File: src/rtl/mips_core_pkg.sv
// Core-wide rename parameters and the physical tag type shared by the free list,
// active list and rename map.
package mips_core_pkg;

  localparam int PHYS_REGS  = 64;
  localparam int ARCH_REGS  = 32;
  localparam int PHYS_TAG_W = $clog2(PHYS_REGS);
  localparam int FL_DEPTH   = PHYS_REGS - ARCH_REGS;

  typedef logic [PHYS_TAG_W-1:0] phys_tag_t;

endpackage

File: src/rtl/phys_reg_free_list.sv
// Circular FIFO of unallocated physical tags with one read-pointer checkpoint for flush recovery.
// Latency: alloc_tag is combinational from state (zero-cycle grant); frees land at the next edge.
// Backpressure: alloc_ready low when empty; frees are never stalled, a free into a full list is dropped and flagged.
module phys_reg_free_list
  import mips_core_pkg::*;
(
  input  logic                  clk,
  input  logic                  rst_n,
  input  logic                  alloc_req,
  output logic                  alloc_ready,
  output logic [PHYS_TAG_W-1:0] alloc_tag,
  input  logic                  free_valid,
  input  logic [PHYS_TAG_W-1:0] free_tag,
  input  logic                  ckpt_save,
  input  logic                  flush,
  output logic [PHYS_TAG_W-1:0] free_count,
  output logic                  overflow_err
);

  localparam int PTR_W = $clog2(FL_DEPTH) + 1;
  localparam int IDX_W = PTR_W - 1;

  typedef logic [PTR_W-1:0] ptr_t;

  phys_tag_t entry [FL_DEPTH];
  ptr_t      head;
  ptr_t      tail;
  ptr_t      ckpt_head;
  ptr_t      head_adv;
  logic      overflow_q;
  logic      empty;
  logic      full;
  logic      alloc_fire;
  logic      free_req;
  logic      free_push;

  // The MSB is a wrap bit: equal low bits mean empty or full depending on it.
  assign empty      = (head == tail);
  assign full       = (head[PTR_W-1] != tail[PTR_W-1]) &&
                      (head[IDX_W-1:0] == tail[IDX_W-1:0]);
  assign alloc_fire = alloc_req && !empty && !flush;
  // Tag 0 is the hardwired zero register and must never re-enter the pool.
  assign free_req   = free_valid && (free_tag != '0);
  assign free_push  = free_req && !full;
  assign head_adv   = alloc_fire ? head + ptr_t'(1) : head;

  always_ff @(posedge clk or negedge rst_n) begin
    if (!rst_n) begin
      head       <= '0;
      tail       <= {1'b1, {IDX_W{1'b0}}};
      ckpt_head  <= '0;
      overflow_q <= 1'b0;
    end else begin
      head <= flush ? ckpt_head : head_adv;
      if (free_push) begin
        tail <= tail + ptr_t'(1);
      end
      // Snapshot includes this cycle's alloc so the branch's own dest stays allocated.
      if (ckpt_save && !flush) begin
        ckpt_head <= head_adv;
      end
      if (free_req && full) begin
        overflow_q <= 1'b1;
      end
    end
  end

  always_ff @(posedge clk or negedge rst_n) begin
    if (!rst_n) begin
      for (int i = 0; i < FL_DEPTH; i++) begin
        entry[i] <= phys_tag_t'(ARCH_REGS + i);
      end
    end else if (free_push) begin
      entry[tail[IDX_W-1:0]] <= free_tag;
    end
  end

  assign alloc_ready  = !empty;
  assign alloc_tag    = entry[head[IDX_W-1:0]];
  assign free_count   = PHYS_TAG_W'(tail - head);
  assign overflow_err = overflow_q;

endmodule

File: config.mk
export PLATFORM = sky130hd
export DESIGN_NAME = phys_reg_free_list
export DESIGN_NICKNAME = d
export VERILOG_FILES = /design/src/rtl/mips_core_pkg.sv /design/src/rtl/phys_reg_free_list.sv
export SDC_FILE = /design/constraint.sdc
export NUM_CORES = 1
export LEC_CHECK = 0
export ABC_CLOCK_PERIOD_IN_PS = 3100
export BUFFER_PORTS_ARGS = -buffer_cell sky130_fd_sc_hd__buf_2
export CAP_MARGIN = 20
export CORE_UTILIZATION = 40
export DETAILED_ROUTE_END_ITERATION = 10
export HOLD_SLACK_MARGIN = 0.08
export PLACE_DENSITY_LB_ADDON = 0.3
export SETUP_SLACK_MARGIN = 0.2
export SKIP_LAST_GASP = 1
export SYNTH_ARGS = -nofsm -noshare
export SYNTH_HDL_FRONTEND = slang
export SYNTH_SLANG_ARGS = --single-unit
File: constraint.sdc
create_clock -name clk -period 3.1 [get_ports clk]
set_input_delay 0.62 -clock clk [delete_from_list [all_inputs] [get_ports clk]]
set_output_delay 0.62 -clock clk [all_outputs]
set_load 0.03 [all_outputs]
==> flow_summary.yaml <==
status:
  outcome: "finished, violations left"
  violations: "negative setup slack"
cts:
  insertion_delay_ns: 0.51
  ctsRootBufferMaster: "clkbuf_16"
  htree_num_levels: 1
  clk_pin_slew_ns: 0.06
  cts_sinks: 211
  clockBufferDepth: 3
  cts_made_buffers: 23
  cts_tree: "done"
final_layout:
  final_common_cell: "mux2_2"
  num_antenna_cells: 0
  drive_above_1_share_pct: 55.8
  post-route-util_pct: 47.7
  fillCellCount: 2164
  stdcell_count: 1118
  syn_to_final_growth_pct: 15.7
  stdcell_area_um2: 12100
  final_cell_mix: "137 x mux2_2, 113 x dfstp_2, 96 x dfrtp_1"
  fin_nets: 794
yosys:
  async_reset_ff_share_pct: 100
  syn_avg_cell_area_um2: 14.3
  synth_edf_count: 0
  synth_top_flop_cell: "dfstp_2"
  ys_seq_area_share_pct: 51.8
  ys_ff_latch: 211
  syn_nets: 753
  syn_inst: 730
  yosysUniqueCellTypes: 51
  yosysWarningCount: 0
  synth_area_um2: 10500
timing:
  max_freq_mhz: 315
  worst_pin_slew_ns: 0.685
  fin_hold_ws_ns: 0.134
  slew_viol_final: 0
  post-route-period-util_pct: 102
  finalSetupViolations: 4
  rsz0062_at_grt: "true"
  clock_skew_ns: 0.0142
  finalCriticalPeriod_ns: 3.17
  hold_violations: 0
  slew_headroom_pct: 53.8
  layout_setup_ws_ns: -0.0716
floorplanning:
  ios: 26
  die_h_um: 164
  initial_core_util_pct: 41.2
  die_x_um: 164
  dieArea_um2: 26800
  row_count: 58
  fp.coreArea_um2: 25400
power:
  vdd_drop_max_uv: 984
  p_total_mw: 13.3
  leakage_nw: 5.01
  power_per_cell_area_nw_per_um2: 1100
detailed_routing:
  routed_via_density: 5.62
  firstDrtPassIters: 4
  ant_nets: 0
  drt-total-wl_um: 24900
  vias: 6286
  drt_iter0_markers: 377
  wl_per_cell_um: 22.3
  drc: 0
placed_design:
  postPlaceCellArea_um2: 11000
  dp_hpwl_um: 16900
  port_buffers: 25
  place_inst: 1062
  place.gp.congestion: 0.786
grt:
  grt_max_degree: 80
  grt_pass1_wl_um: 39700
  grt.overflow.total: 0
  antenna_found_initial: 0
  grt_pass1_vias: 6718
  track_usage_pct: 19.4
setup_path:
  critPathMaxFanout: 8
  crit_path_start_kind: "register"
  crit_top_cell: "mux4_2"
  cp_slowest_cell: "dfrtp_4"
  worstPathCellList: "buf_12 > mux4_2 > mux4_2 > nor2_1 > a311oi_1 > buf_4"
  crit_family: "multiplexers"
  path_buf_inv: 2
  path_class: "reg2out"
  cpPeakStageDelay_ns: 0.52
  cp.required_ns: 2.48
  endpoint_kind: "output port"
  crit_arrival_ns: 2.55
min_path:
  hold_class: "in2async"
flow_run:
  drv_cap: 0
-- power by group --
| part | internal [mW] | total [mW] | switching (mW) |
|---|---|---|---|
| registers | 4.42 | 5.13 | 0.708 |
| clock network | 1.68 | 2.78 | 1.10 |
| logic | 2.71 | 5.44 | 2.73 |
-- sequential cells by signal (all words and copies together) (netlist names) --
| register | count |
|---|---|
| ckpt_head | 6 |
| entry | 192 |
| head | 6 |
| overflow_err | 1 |
| tail | 6 |
-- through the flow --
stage / worst slack (ns) / TNS, ns
2_1_floorplan: 0.397 / 0
3_3_place_gp: 0.126 / 0
3_5_place_dp: 0.0892 / 0
4_1_cts: -0.0909 / -0.213
5_1_grt: -0.149 / -0.692
6_report: -0.0716 / -0.119
-- Yosys cell counts, types with 5 or more instances --
master	instances	area (µm²)
a211oi_1	5	37.5
a21oi_1	11	55.1
a22oi_1	6	45.0
a31oi_1	6	37.5
buf_2	7	35.0
clkbuf_1	30	113
dfrtp_1	98	2450
dfstp_2	113	2970
ha_1	10	125
inv_1	10	37.5
mux2_1	60	676
mux2_2	137	1540
mux2i_1	20	200
mux4_2	40	901
nand2_1	14	52.6
nand3_1	18	90.1
nand3_2	8	80.1
nand3_4	14	245
nor2_1	44	165
o221ai_1	9	78.8
or3_1	6	37.5
xnor2_1	8	70.1
-- cell type report --
type	instances	area, µm²	share of cell area [%]
clock buffers	35	681	5.62
well taps	330	413	3.41
flip-flops and latches	211	5430	44.8
inverters	11	43.8	0.362
clock inverters	7	92.6	0.764
repair buffers	64	552	4.56
multi-input cells	460	4900	40.5
-- repair_timing --
item,4_1_cts,5_1_grt
gates cloned,0,0
pin swaps,8,3
setup buffers,11,3
hold buffers,0,0
resized for setup,33,7
endpoints found under the setup margin,12,15
-- kinds of logic (layout without fill, tap and decap cells) --
kind of cell / after synthesis / in the layout / share of synthesized area, %
adder cells (fa/ha/maj): 11 / 11 / 1.39
AND/OR/NAND/NOR: 126 / 126 / 7.86
flip-flops: 211 / 211 / 51.8
buffers and inverters: 59 / 117 / 2.56
XOR/XNOR: 10 / 10 / 0.908
multiplexers: 257 / 257 / 31.7
AO/OA/AOI/OAI: 56 / 56 / 3.80
-- metal layers --
metal  GRT usage, %  wire (µm)  up-vias
met5              0          0        -
met4           4.80        524        0
met3           3.26       1300       32
met2           30.8      11800      117
met1           27.7      11300     3326
li1               -          -     2811
-- final timing paths --
check                             start      endpoint  slack (ns)  cells past startpoint
hold reg to reg            overflow_err  overflow_err        0.48                      1
setup / recovery                head[0]  alloc_tag[5]       -0.07                      6
max in group asynchronous         rst_n       head[0]        2.05                      2
setup reg to reg                head[0]     entry[18]        0.30                      7
min in group clk              ckpt_save  ckpt_head[1]        0.41                      3
hold / removal                    rst_n    entry[128]        0.13                      1
Note: power is estimated with default switching activity, not from simulation.
